**src/rtl/enable_period_monitor.sv**
```systemverilog
// Strobe period checker: measures cycles between enable strobes, flags fast/slow.
// Optional build macro EPM_OVERRUN_EN adds the sticky err_overrun output.
module enable_period_monitor #(
  parameter int unsigned NOMINAL_PERIOD = 20_000_001,
  parameter int unsigned TOLERANCE      = 0,
  parameter int unsigned LOCK_COUNT     = 4,
  localparam int unsigned W =
    $clog2(NOMINAL_PERIOD + TOLERANCE + 1) + 1
) (
  input  logic         clk,
  input  logic         resetn,
  input  logic         enable_in,
  input  logic         clear,
  output logic [W-1:0] period_out,
  output logic         period_valid,
  input  logic         period_ready,
  output logic         locked,
  output logic         err_fast,
`ifdef EPM_OVERRUN_EN
  output logic         err_overrun,
`endif
  output logic         err_slow
);

  localparam int unsigned MAX = NOMINAL_PERIOD + TOLERANCE;
  localparam int unsigned LO  =
    (NOMINAL_PERIOD > TOLERANCE + 1) ?
    (NOMINAL_PERIOD - TOLERANCE) : 1;
  localparam int unsigned RWR = $clog2(LOCK_COUNT + 1);
  localparam int unsigned RW  = (RWR < 1) ? 1 : RWR;

  typedef enum logic {
    IDLE    = 1'b0,
    MEASURE = 1'b1
  } state_t;

  state_t        state_q, state_d;
  logic [W-1:0]  cnt_q, cnt_d;
  logic [RW-1:0] run_q, run_d;
  logic [RW-1:0] run_inc;
  logic          locked_q, locked_d;
  logic [W-1:0]  period_q, period_d;
  logic          valid_q, valid_d;
  logic          efast_q, efast_d;
  logic          eslow_q, eslow_d;
  logic          fast_ev;
  logic          slow_ev;
  logic          load;

  // Saturating in-window run length
  always_comb begin
    run_inc = run_q;
    if (run_q != RW'(LOCK_COUNT)) begin
      run_inc = run_q + RW'(1);
    end
  end

  // Next state: counter, lock tracking, period handshake, sticky errors
  always_comb begin
    state_d  = state_q;
    cnt_d    = cnt_q;
    run_d    = run_q;
    locked_d = locked_q;
    period_d = period_q;
    valid_d  = valid_q;
    fast_ev  = 1'b0;
    slow_ev  = 1'b0;
    load     = 1'b0;
    if (valid_q && period_ready) begin
      valid_d = 1'b0;
    end
    unique case (state_q)
      IDLE: begin
        if (enable_in) begin
          state_d = MEASURE;
          cnt_d   = W'(1);
        end
      end
      MEASURE: begin
        if (enable_in) begin
          load     = 1'b1;
          period_d = cnt_q;
          valid_d  = 1'b1;
          cnt_d    = W'(1);
          if (cnt_q < W'(LO)) begin
            fast_ev  = 1'b1;
            run_d    = '0;
            locked_d = 1'b0;
          end else begin
            run_d = run_inc;
            if (run_inc == RW'(LOCK_COUNT)) begin
              locked_d = 1'b1;
            end
          end
        end else if (cnt_q == W'(MAX)) begin
          slow_ev  = 1'b1;
          locked_d = 1'b0;
          run_d    = '0;
          cnt_d    = '0;
          state_d  = IDLE;
        end else begin
          cnt_d = cnt_q + W'(1);
        end
      end
      default: begin
        state_d = IDLE;
        cnt_d   = '0;
      end
    endcase
    efast_d = (efast_q & ~clear) | fast_ev;
    eslow_d = (eslow_q & ~clear) | slow_ev;
  end

  // State registers
  always_ff @(posedge clk or negedge resetn) begin
    if (!resetn) begin
      state_q  <= IDLE;
      cnt_q    <= '0;
      run_q    <= '0;
      locked_q <= 1'b0;
      period_q <= '0;
      valid_q  <= 1'b0;
      efast_q  <= 1'b0;
      eslow_q  <= 1'b0;
    end else begin
      state_q  <= state_d;
      cnt_q    <= cnt_d;
      run_q    <= run_d;
      locked_q <= locked_d;
      period_q <= period_d;
      valid_q  <= valid_d;
      efast_q  <= efast_d;
      eslow_q  <= eslow_d;
    end
  end

`ifdef EPM_OVERRUN_EN
  logic eovr_q, eovr_d;

  // Overrun: a new period replaces one the consumer has not taken
  always_comb begin
    eovr_d = (eovr_q & ~clear) |
             (load & valid_q & ~period_ready);
  end

  // Overrun flag register
  always_ff @(posedge clk or negedge resetn) begin
    if (!resetn) begin
      eovr_q <= 1'b0;
    end else begin
      eovr_q <= eovr_d;
    end
  end

  assign err_overrun = eovr_q;
`endif

  assign period_out   = period_q;
  assign period_valid = valid_q;
  assign locked       = locked_q;
  assign err_fast     = efast_q;
  assign err_slow     = eslow_q;

endmodule

```
**config.mk**
```make
export PLATFORM = sky130hd
export DESIGN_NAME = enable_period_monitor
export DESIGN_NICKNAME = d
export VERILOG_FILES = /design/src/rtl/enable_period_monitor.sv
export SDC_FILE = /design/constraint.sdc
export NUM_CORES = 1
export LEC_CHECK = 0
export ABC_CLOCK_PERIOD_IN_PS = 2810
export BUFFER_PORTS_ARGS = -buffer_cell sky130_fd_sc_hd__buf_2
export CORE_MARGIN = 1.5
export CORE_UTILIZATION = 50
export DETAILED_ROUTE_END_ITERATION = 7
export PLACE_DENSITY = 0.74
export SLEW_MARGIN = 5
export SYNTH_ARGS = -nofsm -noshare
export SYNTH_HDL_FRONTEND = slang
export SYNTH_SLANG_ARGS = --single-unit
```
**constraint.sdc**
```tcl
create_clock -name clk -period 2.81 [get_ports clk]
set_input_delay 0.562 -clock clk [delete_from_list [all_inputs] [get_ports clk]]
set_output_delay 0.562 -clock clk [all_outputs]
set_load 0.01 [all_outputs]
```
* Yosys cells after proc, flatten, opt, wreduce, memory -nomap -nowiden
Index checks and enable logic that the tools add are counted.
Widths: inputs -> output; s select.
** Operators by class
- Reductions and logical operators :: 5
- Muxes and demuxes :: 25
- Add/sub/neg operators :: 2
- Equal/unequal tests :: 5
- Bitwise operators :: 6
- $lt $le $gt $ge :: 1
** Operator list (count)
- $mux 26 :: 3
- $pmux 26 s2 :: 1
- $add 26x1->26 const B :: 1
- $eq 26x25->1 const B :: 1
- $lt 26x25->1 const B :: 1
- $mux 1 :: 16
- $mux 3 :: 4
- $reduce_and 2->1 :: 2
- $add 3x1->3 const B :: 1
- $eq 3x3->1 const B :: 1
- $ne 3x1->1 const B :: 1
- $ne 3x3->1 const B :: 1
- $reduce_and 3->1 :: 1
- $and 1x1->1 :: 2
- $ne 2x2->1 const B :: 1
- $not 1->1 :: 2
- $or 1x1->1 :: 2
- $pmux 1 s2 :: 1
- $reduce_bool 2->1 :: 1
- $logic_and 1x1->1 :: 1
** Storage, ports and cells
- Register bits :: 60
- Output and inout port bits :: 30
- Logic and storage cells :: 52
- Bits of input ports :: 5

* Logic depth before layout (Yosys ltp)
Gate-level depths: netlist of the first run.
- Word-level depth :: 6
- Gate-level depth with buffers :: 9
- Depth with buffers taken out :: 7

* Worst setup path before layout of the first run
No wires, ideal clock.
- Kind :: flip-flop to flip-flop
- From :: register cnt_q[6]
- To :: register cnt_q[15]
- Setup slack :: 0.638 ns
- Setup time :: 0.122 ns
- Arrival time :: 2.050 ns
- Buffers on the path :: 1
- Period minus slack after synthesis :: 2.172 ns
- Data required time :: 2.688 ns
- Cell stages (with the launch flop) :: 7
- Cells stage by stage :: dfrtp_1 -> buf_6 -> or4_4 -> or4b_4 -> nor4_4 -> o21ai_1 -> a32o_1
** Between the ends
- Longest elaborated chain between the ends :: 4
- Elaborated cells between the ends (all ways) :: 5
- Classes of those cells :: add/sub: 1; eq/ne: 1; mux: 3
** Ends and longest elaborated chain
- start, declared :: line 38 : logic [W-1:0] cnt_q, cnt_d;
- start signal, assigned :: line 127 : cnt_q <= cnt_d;
- $add 26x1->26 / $eq 26x25->1 (equally long branches) :: line 102, 95
- $mux 26 * :: line 95 : end else if (cnt_q == W'(MAX)) begin
- $mux 26 * :: line 80 : if (enable_in) begin
- $pmux 26 s2 * :: line 72 : unique case (state_q)
Mark *: on every way between the ends. The rest lies on a longest branch, timed or not.
A chain may end at the register's enable or synchronous reset.

* Worst setup path after layout of the first run
- From :: register cnt_q[18]
- To :: register run_q[0]
** Between the ends
- Longest elaborated chain between the ends :: 3
- Elaborated cells between the ends (all ways) :: 6
- Classes of those cells :: order compare: 1; eq/ne: 1; mux: 2; reduce/logical: 2
** Ends and longest elaborated chain
- $lt 26x25->1 / $eq 26x25->1 (equally long branches) :: line 85, 95
- $mux 3 / $reduce_bool 2->1 (equally long branches)
- $mux 3 / $reduce_and 2->1 (equally long branches)
- end signal, assigned :: line 128 : run_q <= run_d;
- end, declared :: line 39 : logic [RW-1:0] run_q, run_d;
Parallel ways exist; a longest one is shown, timed or not.

==> flow_metrics.tcl, run 1 <==
set metrics [dict create \
    fin_ws_ns 0.3766 \
    async_reset_ff_frac 1.000 \
    slew_headroom 0.2981 \
    slowest_delay_ns 0.84 \
    cts_buffers 9 \
    synth_seq_cells 60 \
    yosys_warnings 0 \
    critPathMaxFanout 6 \
    syn_area_sq_mm 0.003148 \
    grt_use_total 0.2489 \
    status "completed" \
    rr_worst_depth 5 \
    rsz0062_at_grt "false" \
    ios 35 \
    htreeDepth 3 \
    overflow 0 \
    synth_edf_count 0 \
    slew_violations 0 \
    clock.fmax_mhz 410.9 \
    final_util 0.5909 \
    worst_pin_slew_ns 1.026 \
    path_class "register to register" \
    postSynthAreaPerCell_sq_um 9.746 \
    insertedDiodeCount 0 \
    die_y_um 82.35 \
    placed_cells 418 \
    cts_buffer_depth 2 \
    period_needed_ns 2.433 \
    post_drt_wl_per_cell_um 17.12 \
    maxCapViolations 0 \
    worst-path-stages 5 \
    period_share 0.8660 \
    start_kind "register" \
    die_width_um 82.35 \
    place_congestion 0.9678 \
    cp_slowest_cell "a2111oi_0" \
    layout_commonest_cell "dfrtp_1" \
    vias 2690 \
    final_cells 432 \
    hold_viol 0 \
    area_growth_pct 12.44 \
    finalClockSkew_ns 0.007267 \
    finalWirelength_um 7397 \
    critical_path.endpoint_type "register" \
    antenna_found_initial 0 \
    fp.coreArea_sq_mm 0.005991 \
    synth_nets 333 \
    path_cells "nor4_1 > nand2_1 > a2111oi_0 > o21ai_1 > o221ai_1" \
    cts_tree "built" \
    ys.flop_type "dfrtp_1" \
    vdd_drop_max_mv 0.2887 \
    required_ns 3.05 \
    power_density_mw_per_mm2 482.1 \
    finalSetupViolCount 0 \
    cts_hold_buf 0 \
    clock-root-buffer "clkbuf_8" \
    first_global_vias 2588 \
    crit_buf_inv 0 \
    p_leak_nw 1.648 \
    post-dp-hpwl_um 5191 \
    fill_cells 528 \
    dieArea_sq_mm 0.006781 \
    synthCells 323 \
    placement.setup.worst_slack_ns 0.4116 \
    synth_cell_types 57 \
    grt_pass1_wl_um 12510 \
    drcViolationCount 0 \
    start_util 0.5255 \
    hp-class "primary input to async pin" \
    detail_route.vias_per_cell 6.227 \
    cts_resized 0 \
    drive_gt1_frac 0.2269 \
    dr.pass1.iters 5 \
    ys_seq_area_frac 0.4769 \
    rows 28 \
    nets 364 \
    crit_arrival_ns 2.67 \
    cts_sinks 60 \
    grt_max_degree 33 \
    postCtsSetupBuffers 0 \
    port_buffers 34 \
    path_delay_family "compound AO/OA/AOI/OAI gates" \
    drt-initial-drc-count 208 \
    finalSetupTns_ns 0 \
    most-common-layout-cells "dfrtp_1 (60), buf_2 (34), nand2_1 (33)" \
    path_clk_slew_ns 0.06 \
    ant_nets 0 \
    clk-insertion-delay-late_ns 0.33 \
]
## path summary, 6_finish.rpt
check / from / end / slack (ns)
min in group clk: period_ready / period_valid / 0.41
max in group asynchronous: resetn / cnt_q[11] / 1.95
worst min register to register: period_out[13] / period_out[13] / 0.48
worst max register to register: cnt_q[18] / run_q[0] / 0.38
worst min-delay path: resetn / period_out[6] / 0.26
worst max-delay path: cnt_q[18] / run_q[0] / 0.38
## final cells by class
cell class	instances	area, sq um	area share
inverter	17	63.81	0.01803
multi-input combinational	226	1496	0.4228
clock inverter	3	15.01	0.004242
clock buffer	11	141.4	0.03994
sequential	60	1501	0.4242
timing repair buffer	40	227.7	0.06433
tap	75	93.84	0.02651
## report_power, final
part | internal, W | leakage [nW] | switching [W]
Combinational | 0.0000512 | 0.748 | 0.0000790
Sequential | 0.000890 | 0.816 | 0.0000448
Clock | 0.000329 | 0.0848 | 0.000312
## cells by family (layout without fill, tap and decap cells)
logic type	count (synthesis)	in the layout	share of synthesized area
buf+inv	37	71	0.04888
fa+ha+maj	5	5	0.01987
flops	60	60	0.4769
simple gates	119	119	0.2154
mux	19	19	0.06757
compound gates	83	83	0.1713
## sequential cells by signal, summed over array words and instances, names as in the netlist
name	count
cnt_q	26
period_out	26
run_q	3
err_fast	1
err_slow	1
locked	1
period_valid	1
state_q	1
## metrics by stage
stage	hold WS, ns	power, W	area, sq um
floorplan	0.2664	0.001025	3148
global placement	0.4578	0.001077	3383
detailed placement	0.4691	0.001080	3383
CTS	0.2810	0.001720	3540
global route	0.3099	0.001779	3540
finish	0.2621	0.001706	3540
## per-layer routing
| layer | global-route usage | wire, um | part of all wire |
|---|---|---|---|
| met5 | 0 | 0 | 0 |
| met4 | 0.09492 | 177 | 0.024 |
| met3 | 0.07033 | 542 | 0.073 |
| met2 | 0.3780 | 3308 | 0.45 |
| met1 | 0.3369 | 3367 | 0.46 |
## synth_stat cells (2+ instances only)
master / n / area, sq um
dfrtp_1: 60 / 1501
nand2_1: 33 / 123.9
a21oi_1: 19 / 95.09
o21ai_0: 19 / 95.09
mux2_2: 18 / 202.7
inv_1: 17 / 63.81
nand3_1: 16 / 80.08
a31oi_1: 14 / 87.58
clkbuf_1: 13 / 48.80
nor2_1: 13 / 48.80
nand4_1: 12 / 75.07
and3_1: 9 / 56.30
nor3_1: 8 / 40.04
buf_2: 5 / 25.02
ha_1: 5 / 62.56
o21ai_1: 4 / 20.02
a32o_1: 3 / 30.03
nand2b_1: 3 / 18.77
a21boi_0: 2 / 15.01
a21o_1: 2 / 15.01
a31o_2: 2 / 17.52
and2_1: 2 / 12.51
and4_1: 2 / 17.52
and4b_1: 2 / 20.02
nand3b_1: 2 / 15.01
nor4_1: 2 / 12.51
nor4bb_1: 2 / 20.02
o211ai_1: 2 / 15.01
o22ai_1: 2 / 12.51
o2bb2ai_1: 2 / 17.52
or4_1: 2 / 15.01
Power figures use the tool's default switching activity.
==> run 2: changes to the inputs <==
PLACE_DENSITY = 0.78   (was 0.74)
==> run 2 against run 1 <==
Net effect: die area unchanged; global-route usage fell by 0.65 points; largest power group unchanged; critical path type unchanged; sequential share of layout area down 0.31 points; design area rose by 0.74%; highest routed layer unchanged; fmax shrank 2.5%; final cell count is 0.23% lower.
==> flow_metrics.tcl, run 2 (synthesis gave the netlist of run 1 again) <==
set metrics [dict create \
    period_share 0.8880 \
    path_cells "nor4_1 > nand2_1 > a2111oi_0 > o21ai_1 > o221ai_1" \
    worst_pin_slew_ns 1.097 \
    required_ns 3.06 \
    layout_commonest_cell "dfrtp_1" \
    insertedDiodeCount 0 \
    rr_worst_depth 5 \
    rows 28 \
    grt_max_degree 37 \
    grt_pass1_wl_um 12080 \
    slew_headroom 0.2495 \
    route.met3.wl_um 567 \
    drcViolationCount 0 \
    path_clk_slew_ns 0.07 \
    port_buffers 34 \
    path_delay_family "compound AO/OA/AOI/OAI gates" \
    most-common-layout-cells "dfrtp_1 (60), buf_2 (34), nand2_1 (33)" \
    detail_route.vias_per_cell 6.188 \
    ant_nets 0 \
    cts_buffer_depth 2 \
    place_congestion 0.9751 \
    total_power_w 0.001826 \
    hp-class "primary input to async pin" \
    p_leak_nw 1.657 \
    finalWirelength_um 7272 \
    drive_gt1_frac 0.2247 \
    dr.pass1.iters 5 \
    antenna_found_initial 0 \
    period_needed_ns 2.495 \
    cts_hold_buf 0 \
    first_global_vias 2453 \
    wl_met2_um 3132 \
    power_density_mw_per_mm2 512.0 \
    met1_length_um 3405 \
    drt-initial-drc-count 243 \
    die_y_um 82.35 \
    area_growth_pct 13.28 \
    cp_slowest_cell "a2111oi_0" \
    finalClockSkew_ns 0.01090 \
    nets 363 \
    cts_resized 0 \
    highest_layer "met4" \
    post_drt_wl_per_cell_um 16.87 \
    worst-path-stages 5 \
    overflow 0 \
    start_util 0.5255 \
    start_kind "register" \
    grt_use_total 0.2424 \
    clock-root-buffer "clkbuf_8" \
    crit_arrival_ns 2.74 \
    maxCapViolations 0 \
    postCtsSetupBuffers 0 \
    hold_viol 0 \
    slowest_delay_ns 0.89 \
    path_class "register to register" \
    cts_buffers 9 \
    finalSetupViolCount 0 \
    critical_path.endpoint_type "register" \
    vdd_drop_max_mv 0.3746 \
    critPathMaxFanout 6 \
    clock.fmax_mhz 400.8 \
    crit_buf_inv 0 \
    rsz0062_at_grt "false" \
    post-dp-hpwl_um 5023 \
    ios 35 \
    dieArea_sq_mm 0.006781 \
    htreeDepth 3 \
    cts_tree "built" \
    status "completed" \
    hold_ws_ns 0.2735 \
    die_width_um 82.35 \
    clk-insertion-delay-late_ns 0.33 \
    vias 2667 \
    cts_sinks 60 \
    fp.coreArea_sq_mm 0.005991 \
    slew_violations 0 \
    finalSetupTns_ns 0 \
]
-- run 2: cell types whose count changed in the layout (fill, tap and decap cells not counted), sizes merged --
cell / before / now
clkbuf: 11 / 12
clkinv: 3 / 1
buf: 40 / 39
bufinv: 0 / 1
-- run 2: final timing paths --
| path | start | end | slack (ns) |
|---|---|---|---|
| max in group asynchronous | resetn | cnt_q[25] | 1.93 |
| worst min-delay path | resetn | cnt_q[6] | 0.27 |
| worst max register to register | cnt_q[19] | run_q[0] | 0.31 |
| min in group clk | period_ready | period_valid | 0.42 |
| worst min register to register | period_out[13] | period_out[13] | 0.47 |
| worst max-delay path | cnt_q[19] | run_q[0] | 0.31 |
-- run 2: stage by stage --
stage | instances | util | setup WS, ns | area, sq um
2_1_floorplan | 323 | - | 0.6380 | 3148
3_3_place_gp | 417 | 0.5635 | 0.4779 | 3376
3_5_place_dp | 417 | 0.5635 | 0.3738 | 3376
4_1_cts | 431 | 0.5952 | 0.3177 | 3566
5_1_grt | 431 | 0.5952 | 0.1891 | 3566
6_report | 431 | 0.5952 | 0.3147 | 3566
-- run 2: cell type report --
class / count / area (sq um)
multi-input combinational: 226 / 1496
tap: 75 / 93.84
timing repair buffer: 39 / 220.2
clock inverter: 2 / 35.03
inverter: 17 / 63.81
sequential: 60 / 1501
fill: 505 / 2425
clock buffer: 12 / 155.1
-- run 2: report_power, final --
group	switching, W	internal [W]
Combinational	0.0000820	0.0000505
Sequential	0.0000437	0.000890
Clock	0.000313	0.000447
-- run 2: routing by layer --
metal / up-vias / global-route usage
met3: 16 / 0.05604
met5: - / 0
met4: 0 / 0.1288
li1: 1252 / -
met2: 123 / 0.3512
met1: 1276 / 0.3359
